## src/rtl/serial_subtractor_8_if.sv

```systemverilog
// Request/response bundle for serial_subtractor_8.
// Optional feature macro: SUB_SIGNED_OVF_EN adds the ovf response signal.
interface serial_subtractor_8_if;

    logic       start;
    logic [7:0] A;
    logic [7:0] B;
    logic       bin;
    logic       ready;
    logic       done;
    logic [7:0] D;
    logic       bout;
`ifdef SUB_SIGNED_OVF_EN
    logic       ovf;
`endif

`ifdef SUB_SIGNED_OVF_EN
    // Requester side
    modport master (
        output start, A, B, bin,
        input  ready, done, D, bout, ovf
    );

    // Subtractor side
    modport slave (
        input  start, A, B, bin,
        output ready, done, D, bout, ovf
    );
`else
    // Requester side
    modport master (
        output start, A, B, bin,
        input  ready, done, D, bout
    );

    // Subtractor side
    modport slave (
        input  start, A, B, bin,
        output ready, done, D, bout
    );
`endif

endinterface

```

## src/rtl/serial_subtractor_8.sv

```systemverilog
// Bit-serial 8-bit subtractor: D = A - B - bin, LSB first, one borrow flop.
// Optional feature macro: SUB_SIGNED_OVF_EN adds signed overflow output ovf.
module serial_subtractor_8 (
    input  logic                  clk,
    input  logic                  rst,
    serial_subtractor_8_if.slave  bus
);

    localparam int unsigned W  = 8;
    localparam int unsigned CW = 3;

    localparam logic [1:0] S_IDLE  = 2'd0;
    localparam logic [1:0] S_SHIFT = 2'd1;
    localparam logic [1:0] S_DONE  = 2'd2;

    logic [1:0]    state;
    logic [1:0]    state_nxt;

    logic [W-1:0]  ra;
    logic [W-1:0]  rb;
    // Holds the seven low result bits; the eighth is merged straight into D.
    logic [W-2:0]  res;
    logic          borrow;
    logic [CW-1:0] cnt;

    logic          accept_c;
    logic          last_c;
    logic          d_bit_c;
    logic          borrow_nxt_c;

    logic          ready_q;
    logic          done_q;
    logic [W-1:0]  d_q;
    logic          bout_q;

`ifdef SUB_SIGNED_OVF_EN
    logic          sa;
    logic          sb;
    logic          ovf_q;
`endif

    // One-bit full-subtractor slice and handshake decode
    always_comb begin
        d_bit_c      = ra[0] ^ rb[0] ^ borrow;
        borrow_nxt_c = (~ra[0] & rb[0]) | (~(ra[0] ^ rb[0]) & borrow);
        accept_c     = (state == S_IDLE) && bus.start;
        last_c       = (state == S_SHIFT) && (cnt == CW'(W - 1));
    end

    // State register
    always_ff @(posedge clk or posedge rst) begin
        if (rst) begin
            state <= S_IDLE;
        end else begin
            state <= state_nxt;
        end
    end

    // Next-state logic
    always_comb begin
        state_nxt = state;
        case (state)
            S_IDLE: begin
                if (bus.start) begin
                    state_nxt = S_SHIFT;
                end
            end
            S_SHIFT: begin
                if (cnt == CW'(W - 1)) begin
                    state_nxt = S_DONE;
                end
            end
            S_DONE: begin
                state_nxt = S_IDLE;
            end
            default: begin
                state_nxt = S_IDLE;
            end
        endcase
    end

    // Operand capture and per-bit shift datapath
    always_ff @(posedge clk or posedge rst) begin
        if (rst) begin
            ra     <= '0;
            rb     <= '0;
            res    <= '0;
            borrow <= 1'b0;
            cnt    <= '0;
        end else if (accept_c) begin
            ra     <= bus.A;
            rb     <= bus.B;
            res    <= '0;
            borrow <= bus.bin;
            cnt    <= '0;
        end else if (state == S_SHIFT) begin
            ra     <= {1'b0, ra[W-1:1]};
            rb     <= {1'b0, rb[W-1:1]};
            res    <= {d_bit_c, res[W-2:1]};
            borrow <= borrow_nxt_c;
            cnt    <= cnt + CW'(1);
        end
    end

    // Handshake flags, registered from the next state
    always_ff @(posedge clk or posedge rst) begin
        if (rst) begin
            ready_q <= 1'b1;
            done_q  <= 1'b0;
        end else begin
            ready_q <= (state_nxt == S_IDLE);
            done_q  <= (state_nxt == S_DONE);
        end
    end

    // Result registers, written only on the edge that enters DONE
    always_ff @(posedge clk or posedge rst) begin
        if (rst) begin
            d_q    <= '0;
            bout_q <= 1'b0;
        end else if (last_c) begin
            d_q    <= {d_bit_c, res};
            bout_q <= borrow_nxt_c;
        end
    end

`ifdef SUB_SIGNED_OVF_EN
    // Captured operand sign bits
    always_ff @(posedge clk or posedge rst) begin
        if (rst) begin
            sa <= 1'b0;
            sb <= 1'b0;
        end else if (accept_c) begin
            sa <= bus.A[W-1];
            sb <= bus.B[W-1];
        end
    end

    // Signed overflow: operand signs differ and result sign differs from A
    always_ff @(posedge clk or posedge rst) begin
        if (rst) begin
            ovf_q <= 1'b0;
        end else if (last_c) begin
            ovf_q <= (sa ^ sb) & (sa ^ d_bit_c);
        end
    end

    assign bus.ovf = ovf_q;
`endif

    assign bus.ready = ready_q;
    assign bus.done  = done_q;
    assign bus.D     = d_q;
    assign bus.bout  = bout_q;

endmodule

```

## src/flat_wrapper.sv

```systemverilog
// flat-port wrapper written by rule: the top's interface ports become plain ports
module serial_subtractor_8_flat 
  (clk, rst, bus_start, bus_A, bus_B, bus_bin, bus_ready, bus_done, bus_D, bus_bout);
  serial_subtractor_8_if bus_i ();
  input  logic clk;
  input  logic rst;
  input wire logic [$bits(bus_i.start)-1:0] bus_start;
  input wire logic [$bits(bus_i.A)-1:0] bus_A;
  input wire logic [$bits(bus_i.B)-1:0] bus_B;
  input wire logic [$bits(bus_i.bin)-1:0] bus_bin;
  output wire logic [$bits(bus_i.ready)-1:0] bus_ready;
  output wire logic [$bits(bus_i.done)-1:0] bus_done;
  output wire logic [$bits(bus_i.D)-1:0] bus_D;
  output wire logic [$bits(bus_i.bout)-1:0] bus_bout;
  assign bus_i.start = bus_start;
  assign bus_i.A = bus_A;
  assign bus_i.B = bus_B;
  assign bus_i.bin = bus_bin;
  assign bus_ready = bus_i.ready;
  assign bus_done = bus_i.done;
  assign bus_D = bus_i.D;
  assign bus_bout = bus_i.bout;
  serial_subtractor_8 u_core (.clk(clk), .rst(rst), .bus(bus_i));
endmodule
```

## config.mk

```make
export PLATFORM = sky130hd
export DESIGN_NAME = serial_subtractor_8_flat
export DESIGN_NICKNAME = d
export VERILOG_FILES = /design/src/rtl/serial_subtractor_8_if.sv /design/src/rtl/serial_subtractor_8.sv /design/src/flat_wrapper.sv
export SDC_FILE = /design/constraint.sdc
export NUM_CORES = 1
export LEC_CHECK = 0
export CAP_MARGIN = 40
export CORE_ASPECT_RATIO = 1.25
export CORE_MARGIN = 2
export CORE_UTILIZATION = 33
export CTS_BUF_LIST = sky130_fd_sc_hd__clkbuf_8
export CTS_CLUSTER_DIAMETER = 40
export DETAILED_ROUTE_END_ITERATION = 10
export PLACE_DENSITY = 0.6
export RECOVER_POWER = 50
export SLEW_MARGIN = 10
export SYNTH_ARGS = -nofsm -noshare
export SYNTH_HDL_FRONTEND = slang
export SYNTH_SLANG_ARGS = --single-unit
```

## constraint.sdc

```tcl
create_clock -name clk -period 1.28 [get_ports clk]
set_input_delay 0.128 -clock clk [delete_from_list [all_inputs] [get_ports clk]]
set_output_delay 0.128 -clock clk [all_outputs]
set_load 0.005 [all_outputs]
```

* After elaboration in Yosys (flattened, before gate mapping)
Cells that the tools add are included.
Storage, ports and cells: bits in registers 40, logic and storage cells 39
Cells by class: add/subtract/negate cells 1, eq/ne operators 3, multiplexer cells 13, bitwise gates (word level) 7, reduce and logical (&&, ||, !) cells 5
Operators with widths (count):
- two-way mux 8 bit | 4
- two-way mux 7 bit | 2
- two-way mux 3 bit | 2
- zero test 2 bit | 2
- two-way mux 2 bit | 2
- one-hot mux 2 bit (2 select lines) | 1
- adder 3 x 1 -> 3 bit (second input constant) | 1
- == test 3 bit (second input constant) | 1
- bitwise AND 1 bit | 2
- == test 2 x 1 -> 1 bit (second input constant) | 1
- == test 2 bit (second input constant) | 1
- logical AND 1 bit | 2
- two-way mux 1 bit | 2
- inverter 1 bit | 2
- nonzero test 2 bit | 1
- bitwise XOR 1 bit | 2
- OR 1 bit | 1

* Logic depth before layout (Yosys ltp)
depth in word-level cells 6, mapped depth 6, depth with buffers taken out 5

* Least setup slack after synthesis
Ideal clock, no wire load.
kind flip-flop to flip-flop, start point register u_core.cnt[0], end point register u_core.d_q[0], in the netlist u_core.bus.D[0], library setup time 0.125 ns, data arrival time 1.288 ns, slack -0.134 ns, stages on the path, launching flop included 6, path through dfrtp_1 ha_1 ha_1 nand3b_4 buf_6 mux2_4
Between the ends: word-level cells in the longest chain between the ends 2
Ends and longest elaborated chain:
- from (decl) | RTL line serial_subtractor_8.sv:24 | logic [CW-1:0] cnt;
- from (signal assigned) | RTL line serial_subtractor_8.sv:101 | cnt <= cnt + CW'(1);
- == test 3 bit | RTL line serial_subtractor_8.sv:47 | last_c = (state == S_SHIFT) && (cnt == CW'(W - 1));
- logical AND 1 bit | RTL line serial_subtractor_8.sv:47
- to (signal assigned) | RTL line serial_subtractor_8.sv:122 | d_q <= {d_bit_c, res};
- to (decl) | RTL line serial_subtractor_8.sv:33 | logic [W-1:0] d_q;
No other way between the ends. A chain may end at the register's enable or synchronous reset.

* Final worst setup path
start point register u_core.cnt[0], end point register u_core.d_q[4], in the netlist u_core.bus.D[4]
Same word-level chain as after synthesis.

==> out/results.txt <==
Status = complete, but fails checks
Failing checks = setup timing
Leak Pwr = 0.00124 µW
Critical-path maximum fanout = 4
Fin Setup TNS = -0.368 ns
Yosys top cell by area = dfrtp_1
First-pass GRT wire length = 6150 µm
Yosys reg bits = 40
Detailed Route WL = 3670 µm
Number of nets in the layout = 223
Port-buffer cells = 30
All-layer global routing usage = 13.8%
Antenna violations before repair = 0
Inserted Clock Buffers = 5
Vias/cell = 4.91
Post-Syn Instances = 148
CP required = 1.46 ns
Post-synthesis xor/xnor area fraction = 0%
Sequential area share after synthesis = 57.6%
Max IR drop VDD = 895 µV
Adder-Cell Fraction of Synth Area = 2.59%
Final setup vio count = 9
Core area = 5080 µm²
Synthesis Warnings = 0
RePlAce Congestion = 0.769
Final Hold Viols = 0
Kind of critical path = reg2reg
Pre-antenna DRT Iters = 4
Min cycle time layout = 1.33 ns
TritonCTS clock tree = built
RSZ-0062 raised after global routing = true
# Max-Cap Violations = 0
Mapped cell area = 1740 µm²
FF-to-FF path depth = 4
Maximum clock frequency = 750 MHz
Drt initial violations = 65
Die area = 5870 µm²
Power per cell area = 2190 nW/µm²
CTS Hold Bufs = 0
Post-DP HPWL = 2530 µm
Slew Viols, Final = 0
Vias = 1292
Die height = 85.2 µm
Layout cell share with drive strength beyond 1 = 30.8%
Root Buffer = clkbuf_8
Syn_nets = 171
Reg clk slew, reported paths = 0.07 ns
Final WS setup = -0.0540 ns
Post-synth EDFFs = 0
# clock sinks = 40
Number of global-route vias before repair = 1324
Main combinational cell family by area after synthesis = simple AND/OR/NAND/NOR gates
Pre-CTS setup slack = -0.191 ns
Clk Latency, worst-skew pair = 0.29 ns
Synth-to-layout area growth = 41.4%
Syn Area/Cell = 11.8 µm²
Layout Skew = 0.00527 ns
DRT antenna net count = 0
Hold crit path type = in2reg
Ys async rst share = 100%
Antenna cells = 0
Overall Power = 5370 µW
Drt wl/cell = 14.0 µm
Final worst-path cycle share = 104%
Worst Max-Slew Pin Slew = 0.972 ns
Cell Rows = 29
Post-Synth Simple-Gate Area = 15.8%
Slew headroom = 35.2%
Largest net degree at the start of global routing = 41
Initial Util = 34.2%
Fin area = 2460 µm²
Total grt overflow = 0
Yosys cell types = 29
Filler Cells Inserted = 462
Crit start category = register
DR DRC count = 0
Hold-critical path depth = 3
H-Tree Depth = 2
Deepest clock path buffer count = 2
Synth area leaders = dfrtp_1 56%, nor3_1 8.3%, mux2_4 5.2%
Post-synthesis mux area share = 7.12%
Post-synth top area share = 56.1%
Placement Cell Area = 2190 µm²
Most used flip-flop cell after synthesis = dfrtp_1
Compound-Gate Fraction of Synth Area = 10.7%
Crit. End Element = register
Horiz. Die Dim = 68.9 µm
Data arrival time of the critical path = 1.51 ns
Ports = 31
-- cells in the mapped netlist, drive strengths merged (2+ instances only) --
| library cell | count |
|---|---|
| nor4b | 2 |
| a22o | 9 |
| a21oi | 3 |
| o21ai | 4 |
| o22a | 2 |
| nor2 | 11 |
| ha | 2 |
| dfrtp | 39 |
| nand2 | 3 |
| nand2b | 3 |
| mux2 | 9 |
| nor3b | 2 |
| nor3 | 29 |
| buf | 9 |
| inv | 10 |
| a221oi | 2 |
-- registers in the layout (all words and copies together) (netlist names) --
register	count
u_core.state	2
u_core.bus.bout	1
u_core.res	7
u_core.borrow	1
u_core.bus.done	1
u_core.bus.ready	1
u_core.cnt	3
u_core.rb	8
u_core.bus.D	8
u_core.ra	8
-- per-layer routing --
metal  routed length, µm  up-vias  global-route usage, %
met3                 198        5                   4.64
met5                   0        -                      0
met4                  40        0                   3.21
met2                1870       33                   23.0
li1                    -      626                      -
met1                1560      628                   17.2
-- through the flow --
| step | hold slack, ns | std cells | utilization [%] |
|---|---|---|---|
| finish | 0.404 | 263 | 48.4 |
| floorplan | 0.264 | 148 | - |
| CTS | 0.201 | 258 | 45.8 |
| global route | 0.397 | 263 | 48.4 |
| global placement | 0.479 | 245 | 43.1 |
| detailed placement | 0.481 | 245 | 43.1 |
-- cell type report --
cell class	count	area [µm²]	area share, %
flip-flops and latches	40	1000	40.8
inverters	10	40.0	1.63
multi-input cells	89	747	30.4
repair buffers	54	509	20.7
clock buffers	5	68.8	2.80
clock inverters	3	12.5	0.509
well taps	62	77.6	3.16
-- final timing paths --
check,start,end,slack [ns]
setup / recovery,u_core.cnt[0],u_core.bus.D[4],-0.05
setup reg to reg,u_core.cnt[0],u_core.bus.D[4],-0.05
hold reg to reg,u_core.rb[7],u_core.rb[7],0.51
hold / removal,bus_A[7],u_core.ra[7],0.40
max in group asynchronous,rst,u_core.state[1],0.17
min in group asynchronous,rst,u_core.bus.done,0.45
-- cell families (layout without fill, tap and decap cells) --
group	count (synthesis)	in the layout
AOI/OAI and AO/OA	24	24
adders and majority gates	3	3
and+or+nand+nor	52	53
muxes	9	9
buffers and inverters	20	72
DFF	40	40
-- critical path, cell delays in order (launching register included) --
cell,delay [ns]
dfrtp_1,0.39
ha_2,0.20
ha_4,0.17
nand3b_2,0.15
mux2_4,0.31
-- timing repair --
item / CTS / global route
buffers inserted: 4 / 5
setup endpoints to repair: 34 / 33
pin swaps: 0 / 4
resized for setup: 8 / 28
cloned: 1 / 0
-- power by group --
| part | leakage (µW) | internal [µW] | switching, µW |
|---|---|---|---|
| clock network | 0.0000505 | 366 | 408 |
| registers | 0.000487 | 1850 | 341 |
| logic | 0.000703 | 1400 | 1010 |
| total | 0.00124 | 3620 | 1760 |
-- cells in the final DEF, fill, tap and decap left out, types with 2 or more instances in the layout --
cell type        instances
dlymetal6s2s_1           8
a21oi_1                  3
nor3_1                  21
nor2_1                   9
buf_4                   19
nand2b_1                 2
a221oi_2                 2
o22a_1                   2
buf_6                    4
clkbuf_8                 5
clkdlybuf4s50_1         19
mux2_4                   8
o21ai_0                  4
nor3b_1                  2
nor3_2                   8
dfrtp_1                 38
inv_1                   10
a22o_1                   9
dlygate4sd2_1            3
nand2_1                  3
Note: power is estimated with default switching activity, not from simulation.
